[config.mk]
export PLATFORM = sky130hd
export DESIGN_NAME = rpn_stack_ctrl
export DESIGN_NICKNAME = d
export VERILOG_FILES = /design/src/rtl/rpn_pkg.sv /design/src/rtl/rpn_alu.sv /design/src/rtl/rpn_stack_ctrl.sv
export SDC_FILE = /design/constraint.sdc
export NUM_CORES = 1
export LEC_CHECK = 0
export CAP_MARGIN = 20
export CORE_AREA = 2 2 91 181
export CTS_BUF_LIST = sky130_fd_sc_hd__clkbuf_4 sky130_fd_sc_hd__clkbuf_8 sky130_fd_sc_hd__clkbuf_16
export CTS_CLUSTER_DIAMETER = 200
export CTS_CLUSTER_SIZE = 25
export DETAILED_ROUTE_END_ITERATION = 10
export DIE_AREA = 0 0 93 183
export GPL_ROUTABILITY_DRIVEN = 0
export PLACE_DENSITY = 0.82
export SLEW_MARGIN = 40
export SYNTH_ARGS = -nofsm -noshare
export SYNTH_HDL_FRONTEND = slang
export SYNTH_SLANG_ARGS = --single-unit
export TNS_END_PERCENT = 100
[constraint.sdc]
create_clock -name clk -period 4.8 [get_ports clk]
set_clock_uncertainty 0.15 [all_clocks]
set_input_delay 0.96 -clock clk [delete_from_list [all_inputs] [get_ports clk]]
set_output_delay 0.96 -clock clk [all_outputs]
set_load 0.03 [all_outputs]
[src/rtl/rpn_pkg.sv]
// Shared types and constants for the RPN stack sequencer.
package rpn_pkg;

    localparam int unsigned DATA_WIDTH = 16;
    localparam int unsigned OP_WIDTH   = 3;

    localparam logic [OP_WIDTH-1:0] OP_ADD   = 3'd0;
    localparam logic [OP_WIDTH-1:0] OP_SUB   = 3'd1;
    localparam logic [OP_WIDTH-1:0] OP_MUL   = 3'd2;
    localparam logic [OP_WIDTH-1:0] OP_DUP   = 3'd3;
    localparam logic [OP_WIDTH-1:0] OP_DROP  = 3'd4;
    localparam logic [OP_WIDTH-1:0] OP_SWAP  = 3'd5;
    localparam logic [OP_WIDTH-1:0] OP_PRINT = 3'd6;
    localparam logic [OP_WIDTH-1:0] OP_CLR   = 3'd7;

    typedef enum logic [1:0] {
        ST_IDLE  = 2'd0,
        ST_EXEC  = 2'd1,
        ST_SWAP2 = 2'd2,
        ST_CLEAR = 2'd3
    } state_e;

endpackage

[src/rtl/rpn_alu.sv]
// Combinational arithmetic on (second, first); results wrap at DATA_WIDTH bits.
module rpn_alu
    import rpn_pkg::*;
(
    input  logic [OP_WIDTH-1:0]   op,
    input  logic [DATA_WIDTH-1:0] second,
    input  logic [DATA_WIDTH-1:0] first,
    output logic [DATA_WIDTH-1:0] res_c
);

    logic [2*DATA_WIDTH-1:0] prod_c;

    always_comb begin
        prod_c = (2*DATA_WIDTH)'(second) * (2*DATA_WIDTH)'(first);
        res_c  = '0;
        case (op)
            OP_ADD:  res_c = second + first;
            OP_SUB:  res_c = second - first;
            OP_MUL:  res_c = prod_c[DATA_WIDTH-1:0];
            default: res_c = '0;
        endcase
    end

endmodule

[src/rtl/rpn_stack_ctrl.sv]
// Token sequencer for the operand stack: tracks depth, refuses illegal accesses,
// and issues registered wen/din/pop_cnt commands plus PRINT results.
module rpn_stack_ctrl
    import rpn_pkg::*;
#(
    parameter int unsigned STACK_ADDR_WIDTH = 5,
    parameter int unsigned MAX_DEPTH        = 2**STACK_ADDR_WIDTH - 2
) (
    input  logic                        clk,
    input  logic                        rst,
    input  logic                        tok_valid,
    output logic                        tok_ready,
    input  logic                        tok_is_op,
    input  logic [OP_WIDTH-1:0]         tok_op,
    input  logic [DATA_WIDTH-1:0]       tok_num,
    output logic                        stk_wen,
    output logic [DATA_WIDTH-1:0]       stk_din,
    output logic [1:0]                  stk_pop_cnt,
    input  logic [DATA_WIDTH-1:0]       stk_first,
    input  logic [DATA_WIDTH-1:0]       stk_second,
    output logic                        res_valid,
    output logic [DATA_WIDTH-1:0]       res_data,
    output logic                        err_pulse,
    output logic                        err_sticky,
    output logic [STACK_ADDR_WIDTH-1:0] depth
);

    localparam int unsigned   AW    = STACK_ADDR_WIDTH;
    localparam logic [AW-1:0] MAX_D = AW'(MAX_DEPTH);
    localparam logic [AW-1:0] ONE   = AW'(1);
    localparam logic [AW-1:0] TWO   = AW'(2);
    localparam logic [AW-1:0] THREE = AW'(3);

    state_e                state_q, state_d;
    logic                  tok_is_op_q, tok_is_op_d;
    logic [OP_WIDTH-1:0]   tok_op_q, tok_op_d;
    logic [DATA_WIDTH-1:0] tok_num_q, tok_num_d;
    logic [DATA_WIDTH-1:0] swap_q, swap_d;
    logic [AW-1:0]         depth_q, depth_d;
    logic                  tok_ready_q, tok_ready_d;
    logic                  stk_wen_q, stk_wen_d;
    logic [DATA_WIDTH-1:0] stk_din_q, stk_din_d;
    logic [1:0]            stk_pop_q, stk_pop_d;
    logic                  res_valid_q, res_valid_d;
    logic [DATA_WIDTH-1:0] res_data_q, res_data_d;
    logic                  err_pulse_q, err_pulse_d;
    logic                  err_sticky_q, err_sticky_d;

    logic                  illegal_c;
    logic [1:0]            clr_pop_c;
    logic [DATA_WIDTH-1:0] alu_res_c;

    rpn_alu u_alu (
        .op     (tok_op_q),
        .second (stk_second),
        .first  (stk_first),
        .res_c  (alu_res_c)
    );

    // Stack commands are decided in EXEC/SWAP2/CLEAR and take effect the following cycle.
    always_comb begin
        state_d      = state_q;
        tok_is_op_d  = tok_is_op_q;
        tok_op_d     = tok_op_q;
        tok_num_d    = tok_num_q;
        swap_d       = swap_q;
        depth_d      = depth_q;
        stk_wen_d    = 1'b0;
        stk_din_d    = '0;
        stk_pop_d    = 2'd0;
        res_valid_d  = 1'b0;
        res_data_d   = res_data_q;
        err_pulse_d  = 1'b0;
        err_sticky_d = err_sticky_q;
        illegal_c    = 1'b0;
        clr_pop_c    = 2'd0;

        case (state_q)
            ST_IDLE: begin
                if (tok_valid) begin
                    tok_is_op_d = tok_is_op;
                    tok_op_d    = tok_op;
                    tok_num_d   = tok_num;
                    state_d     = ST_EXEC;
                end
            end
            ST_EXEC: begin
                state_d = ST_IDLE;
                if (!tok_is_op_q) begin
                    if (depth_q < MAX_D) begin
                        stk_wen_d = 1'b1;
                        stk_din_d = tok_num_q;
                        depth_d   = depth_q + ONE;
                    end else begin
                        illegal_c = 1'b1;
                    end
                end else begin
                    case (tok_op_q)
                        OP_ADD, OP_SUB, OP_MUL: begin
                            if (depth_q >= TWO) begin
                                stk_wen_d = 1'b1;
                                stk_pop_d = 2'd2;
                                stk_din_d = alu_res_c;
                                depth_d   = depth_q - ONE;
                            end else begin
                                illegal_c = 1'b1;
                            end
                        end
                        OP_DUP: begin
                            if (depth_q >= ONE && depth_q < MAX_D) begin
                                stk_wen_d = 1'b1;
                                stk_din_d = stk_first;
                                depth_d   = depth_q + ONE;
                            end else begin
                                illegal_c = 1'b1;
                            end
                        end
                        OP_DROP: begin
                            if (depth_q >= ONE) begin
                                stk_pop_d = 2'd1;
                                depth_d   = depth_q - ONE;
                            end else begin
                                illegal_c = 1'b1;
                            end
                        end
                        OP_SWAP: begin
                            if (depth_q >= TWO) begin
                                stk_wen_d = 1'b1;
                                stk_pop_d = 2'd2;
                                stk_din_d = stk_first;
                                swap_d    = stk_second;
                                state_d   = ST_SWAP2;
                            end else begin
                                illegal_c = 1'b1;
                            end
                        end
                        OP_PRINT: begin
                            if (depth_q >= ONE) begin
                                res_valid_d = 1'b1;
                                res_data_d  = stk_first;
                            end else begin
                                illegal_c = 1'b1;
                            end
                        end
                        default: begin
                            err_sticky_d = 1'b0;
                            state_d      = ST_CLEAR;
                        end
                    endcase
                end
                if (illegal_c) begin
                    err_pulse_d  = 1'b1;
                    err_sticky_d = 1'b1;
                end
            end
            ST_SWAP2: begin
                stk_wen_d = 1'b1;
                stk_din_d = swap_q;
                state_d   = ST_IDLE;
            end
            default: begin
                // Drain up to three entries per cycle; the last pop returns to IDLE.
                clr_pop_c = (depth_q >= THREE) ? 2'd3 : depth_q[1:0];
                stk_pop_d = clr_pop_c;
                depth_d   = depth_q - AW'(clr_pop_c);
                if (depth_d == '0) begin
                    state_d = ST_IDLE;
                end
            end
        endcase

        tok_ready_d = (state_d == ST_IDLE);
    end

    always_ff @(posedge clk or posedge rst) begin
        if (rst) begin
            state_q      <= ST_IDLE;
            tok_is_op_q  <= 1'b0;
            tok_op_q     <= '0;
            tok_num_q    <= '0;
            swap_q       <= '0;
            depth_q      <= '0;
            tok_ready_q  <= 1'b1;
            stk_wen_q    <= 1'b0;
            stk_din_q    <= '0;
            stk_pop_q    <= 2'd0;
            res_valid_q  <= 1'b0;
            res_data_q   <= '0;
            err_pulse_q  <= 1'b0;
            err_sticky_q <= 1'b0;
        end else begin
            state_q      <= state_d;
            tok_is_op_q  <= tok_is_op_d;
            tok_op_q     <= tok_op_d;
            tok_num_q    <= tok_num_d;
            swap_q       <= swap_d;
            depth_q      <= depth_d;
            tok_ready_q  <= tok_ready_d;
            stk_wen_q    <= stk_wen_d;
            stk_din_q    <= stk_din_d;
            stk_pop_q    <= stk_pop_d;
            res_valid_q  <= res_valid_d;
            res_data_q   <= res_data_d;
            err_pulse_q  <= err_pulse_d;
            err_sticky_q <= err_sticky_d;
        end
    end

    assign tok_ready   = tok_ready_q;
    assign stk_wen     = stk_wen_q;
    assign stk_din     = stk_din_q;
    assign stk_pop_cnt = stk_pop_q;
    assign res_valid   = res_valid_q;
    assign res_data    = res_data_q;
    assign err_pulse   = err_pulse_q;
    assign err_sticky  = err_sticky_q;
    assign depth       = depth_q;

endmodule
Yosys cells after proc, flatten, opt, wreduce, memory -nomap -nowiden
Cells that the tools add are included.
{"block": "classes", "n_addsub": 5, "mul": 1, "n_lt_le_gt_ge": 4, "n_eq_ne": 14, "muxes": 48, "bitwise_logic": 1, "reduce_logical": 17}
{"operator": "$pmux W16 S3", "count": 2}
{"operator": "$mux W16", "count": 5}
{"operator": "$pmux W16 S2", "count": 1}
{"operator": "$mux W5", "count": 5}
{"operator": "$mux W1", "count": 20}
{"operator": "$add A16 B16 Y16", "count": 1}
{"operator": "$mul A16 B16 Y16", "count": 1}
{"operator": "$sub A16 B16 Y16", "count": 1}
{"operator": "$pmux W5 S3", "count": 1}
{"operator": "$mux W2", "count": 6}
{"operator": "$ne A4 B4 Y1 const B", "count": 3}
{"operator": "$pmux W2 S2", "count": 3}
{"operator": "$ge A5 B2 Y1 const B", "count": 2}
{"operator": "$pmux W5 S2", "count": 1}
{"operator": "$eq A3 B3 Y1 const B", "count": 3}
{"operator": "$reduce_and A4 Y1", "count": 2}
{"operator": "$reduce_or A7 Y1", "count": 1}
{"operator": "$eq A3 B2 Y1 const B", "count": 2}
{"operator": "$pmux W2 S3", "count": 1}
{"operator": "$reduce_and A6 Y1", "count": 1}
{"operator": "$reduce_or A6 Y1", "count": 1}
{"operator": "$add A5 B1 Y5 const B", "count": 1}
{"operator": "$ge A5 B1 Y1 const B", "count": 1}
{"operator": "$logic_not A5 Y1", "count": 1}
{"operator": "other kinds (21)", "count": 24}
{"block": "word_totals", "register_bits": 82, "input_bits": 55, "out_inout_bits": 44, "wordCells": 104}

Logic depth before layout (Yosys ltp)
{"block": "logic_depth", "ltp_word": 8, "mapped_depth": 21, "depth_no_buf": 20}

By module
A second synthesis with hierarchy kept.
{"block": "hier_totals", "hier_cells": 951, "hier_area_um2": 8954.8}
{"module": "rpn_alu", "n_inst": 1, "cells_per_inst": 639, "area_each_um2": 5159.9, "seq_area_each_um2": 0.0}
{"module": "rpn_stack_ctrl", "n_inst": 1, "cells_per_inst": 312, "area_each_um2": 3794.9, "seq_area_each_um2": 2053.2}

Worst setup path after synthesis
No wires, ideal clock.
{"block": "synth_path", "path_kind": "input port to flip-flop", "startpoint": "in stk_first[2]", "endpoint": "reg stk_din_q[14] (netlist: stk_din[14])", "setup_ps": 99, "arrival_ps": 6205, "required_time_ps": 4551, "slack_ps": -1654, "path_stages": 20, "n_path_buf": 2, "cell_sequence": "clkbuf_1 > clkbuf_1 > nand2_1 > fa_1 > fa_1 > fa_1 > fa_1 > inv_1 > fa_1 > inv_1 > fa_1 > inv_1 > ha_1 > and2_1 > a22o_1 > a311oi_1 > a21oi_1 > xor2_1 > nand2_1 > a311oi_1"}
{"block": "synth_via", "elab_chain_cells": 6, "word_cells_on_any_way": 8, "classes_between": "2 x add/sub; 1 x mul; 5 x mux"}
{"element": "from (decl)", "line": "rpn_stack_ctrl.sv:19", "text": "input logic [DATA_WIDTH-1:0] stk_first,"}
{"element": "$mul A16 B16 Y16 (tied with other cells)", "line": "rpn_alu.sv:14", "text": "prod_c = (2*DATA_WIDTH)'(second) * (2*DATA_WIDTH)'(first);"}
{"element": "$pmux W16 S3 (*)", "line": "rpn_alu.sv:16", "text": "case (op)"}
{"element": "$mux W16 (*)", "line": "rpn_stack_ctrl.sv:100", "text": "if (depth_q >= TWO) begin"}
{"element": "$pmux W16 S3 (*)", "line": "rpn_stack_ctrl.sv:98", "text": "case (tok_op_q)"}
{"element": "$mux W16 (*)", "line": "rpn_stack_ctrl.sv:89", "text": "if (!tok_is_op_q) begin"}
{"element": "$pmux W16 S2 (*)", "line": "rpn_stack_ctrl.sv:78", "text": "case (state_q)"}
{"element": "via stk_din_d[14]", "line": "rpn_stack_ctrl.sv:42", "text": "logic [DATA_WIDTH-1:0] stk_din_q, stk_din_d;"}
{"element": "to (signal assigned)", "line": "rpn_stack_ctrl.sv:200", "text": "stk_din_q <= stk_din_d;"}
{"element": "to (decl)", "line": "rpn_stack_ctrl.sv:42"}
The timed path passes the listed nets; every way through them passes the cells marked *.
A chain may end at the register's enable or synchronous reset.

Worst setup path in the final report
{"block": "layout_path", "startpoint": "in stk_first[5]", "endpoint": "reg stk_din_q[15] (netlist: stk_din[15])"}
The elaborated chain is that of the path after synthesis.

==> out/results.tsv <==
metric	value	unit
mux share of post-synthesis cell area	0.0641	
CTS Buf Count	9	
clk_lat worst skew	0.34	ns
critical path launch point	stk_first[5]	
fin crit period	6.00	ns
WL/cell	23.3	um
CP Class	input pin to register	
Min Hold Slack	0.357	ns
arrival time worst endpoint	6.04	ns
Die W	93	um
post-synthesis compound-gate area fraction	0.121	
Setup crit end kind	register	
Max Cap Viol	0	
WP data required	4.84	ns
remaining global-route overflow	0	
PortBufs	98	
Core ar.	15600	um^2
number of clock sinks	82	
post-DP HPWL	21800	um
area of the multi-input gates	6960	um^2
standard-cell row count	65	
CTS tree	done	
Power, Total	0.00922	W
worst-path fanout max	6	
final antenna-violating net count	0	
simple logic cell fraction of the synthesized area	0.167	
Max Slew Vio Count	0	
Synth area leaders	dfrtp_1 22%, fa_1 18%, ha_1 10%, mux2_2 6.3%, inv_1 5.0%	
RSZ-0062 raised after global routing	true	
initial DRC count	1234	
Synth Area in XOR/XNOR	0.0649	
async set-reset flop share out of synthesis	1.00	
register area share after synthesis	0.225	
# DRC	0	
r2r setup slk	0.45	ns
outcome	finished with violations	
Reg area	2050	um^2
reg2reg path depth	13	
Post-Synthesis Cells	1004	
cell area after synthesis	9120	um^2
area leader, netlist	dfrtp_1	
GRT Util Overall	0.359	
Distinct cells, synth	62	
Area Growth Syn to Fin	33.6	%
Worst setup SP type	input pin	
final core occ	0.780	
die height	183	um
main combinational cell family by area after synthesis	adder cells	
Syn Nets	1215	
Crit path top cell by count	fa_1	
Final period util	1.25	
Leak	5.57	nW
antenna violations before repair	1	
drt via density	6.38	
die area	17000	um^2
leading cell type by number of instances after synthesis	inv_1	
largest stage delay on the critical path	0.56	ns
Slew headroom	0.419	
fmax	167	MHz
Mean Syn Cell Area	9.08	um^2
Initial DRT Pass Iterations	7	
H-tree depth	3	
failing checks	setup timing	
Layout fillers	931	
Adder-Cell Fraction of Synth Area	0.281	
# IOs	99	
synth warn	0	
worst slew pin tran	0.864	ns
Max IR drop VDD	0.594	mV
largest net degree at the start of global routing	63	
Initial Util	0.584	
Post-synth top cells	122 x inv_1, 119 x nand2_1, 81 x dfrtp_1, 81 x fa_1, 75 x ha_1	
NumNets Final	1411	
Worst-path clk slew	0.06	ns
slack of the critical path	-1.20	ns
total number of vias	8986	
Pwr per Cell Area	757	nW/um^2
Post-Route WL	32700	um
Max clock buf depth	2	
Critical Path Slowest Stage Cell	fa_1	
Post-synth EDFFs	0	
Critical R2R Launch	tok_op_q[1]	
first-pass GRT wire length	47200	um
setup violators final	10	
top-area cell type share of the netlist area	0.222	
final hold vios	0	
worst setup path endpoint	stk_din[15]	
dominant synthesized flop cell	dfrtp_1	
Yosys reg bits	82	
vias in the first global route	9212	
R2R Path End	stk_din[12]	
worst hold path type	register to register	
share of layout cells above drive strength 1	0.302	
crit-path cells	buf_2 -> buf_4 -> nand2_1 -> fa_1 -> fa_1 -> inv_1 -> fa_1 -> fa_1 -> inv_2 -> fa_1 -> fa_2 -> xor2_1 -> xnor2_1 -> xnor2_1 -> xnor2_1 -> xnor3_1 -> or4_4 -> nand3_2 -> a41oi_2	
CTS Root Cell	clkbuf_16	
worst max-delay path, delay by kind of cell:
kind | cells | cell delay (ns)
simple gates | 3 | 0.65
buf+inv | 4 | 0.42
xor+xnor | 5 | 0.97
compound gates | 1 | 0.11
fa+ha+maj | 6 | 2.96
what timing repair did:
action / CTS / global route
pin swaps: 69 / 92
endpoints found under the setup margin: 12 / 12
hold buffers: 0 / 0
cloned: 1 / 0
resized for setup: 156 / 101
setup buffers: 28 / 12
report_power, final:
part           total [W]  switching (W)  internal, W
clock network   0.000657       0.000297     0.000359
registers        0.00128       0.000278     0.000998
logic            0.00729        0.00379      0.00350
total            0.00922        0.00436      0.00486
layer usage:
metal,part of all wire,track usage,up-vias
li1,-,-,3705
met1,0.33,0.426,4283
met2,0.49,0.595,726
met3,0.092,0.0657,272
met4,0.094,0.226,0
met5,0,0,-
final cells by class:
cell class / count / share of cell area
antenna: 2 / 0.000411
clock buffer: 9 / 0.0185
clock inverter: 7 / 0.00483
inverter: 122 / 0.0380
multi-input combinational: 749 / 0.572
sequential: 82 / 0.169
tap: 201 / 0.0206
timing repair buffer: 236 / 0.178
state kept, by name, summed over array words and instances, names as in the netlist, 2 cells and up:
signal,flops
stk_pop_cnt,2
tok_op_q,3
stk_din,16
depth,5
res_data,16
state_q,2
tok_num_q,16
swap_q,16
worst min-delay path by stage:
stage,from,end,depth (start not counted)
2_1_floorplan,tok_num_q[5],tok_num_q[5],1
3_3_place_gp,res_data[1],res_data[1],2
3_5_place_dp,res_data[1],res_data[1],2
4_1_cts,res_data[1],res_data[1],2
5_1_grt,res_data[13],res_data[13],1
6_report,res_data[15],res_data[15],1
cells by family (layout without fill, tap and decap cells):
group	Yosys count	count (layout)
flip-flops	82	82
adder cells (fa/ha/maj)	156	156
XOR/XNOR	66	66
AND/OR/NAND/NOR	311	311
multiplexers	52	52
other	0	2
AO/OA/AOI/OAI	164	164
buffers and inverters	173	374
metrics by stage:
step	TNS (ns)	worst slack, ns	cells	instance area, um^2
after global routing	-9.11	-1.33	1406	12200
final	-8.06	-1.20	1408	12200
after detailed placement	-17.14	-1.96	1352	11100
after floorplan	-5.82	-1.19	1004	9390
after CTS	-7.46	-1.18	1395	11800
after global placement	-16.52	-1.86	1352	11100
cells in the final DEF (no fill, tap or decap), types with 12 or more instances in the layout:
| master | synthesis | routed |
|---|---|---|
| a21oi_1 | 28 | 21 |
| a22oi_1 | 22 | 21 |
| and2_1 | 72 | 45 |
| and2_4 | 0 | 27 |
| buf_4 | 0 | 102 |
| buf_6 | 4 | 38 |
| clkdlybuf4s50_1 | 0 | 72 |
| dfrtp_1 | 81 | 81 |
| fa_1 | 81 | 70 |
| ha_1 | 75 | 52 |
| ha_4 | 0 | 18 |
| inv_1 | 122 | 99 |
| inv_2 | 0 | 22 |
| mux2_2 | 51 | 51 |
| nand2_1 | 119 | 112 |
| nand3_1 | 15 | 12 |
| nor2_1 | 41 | 39 |
| o21a_1 | 13 | 13 |
| o21ai_0 | 31 | 27 |
| xnor2_1 | 46 | 41 |
| xor2_1 | 19 | 18 |
Note: power is estimated with default switching activity, not from simulation.
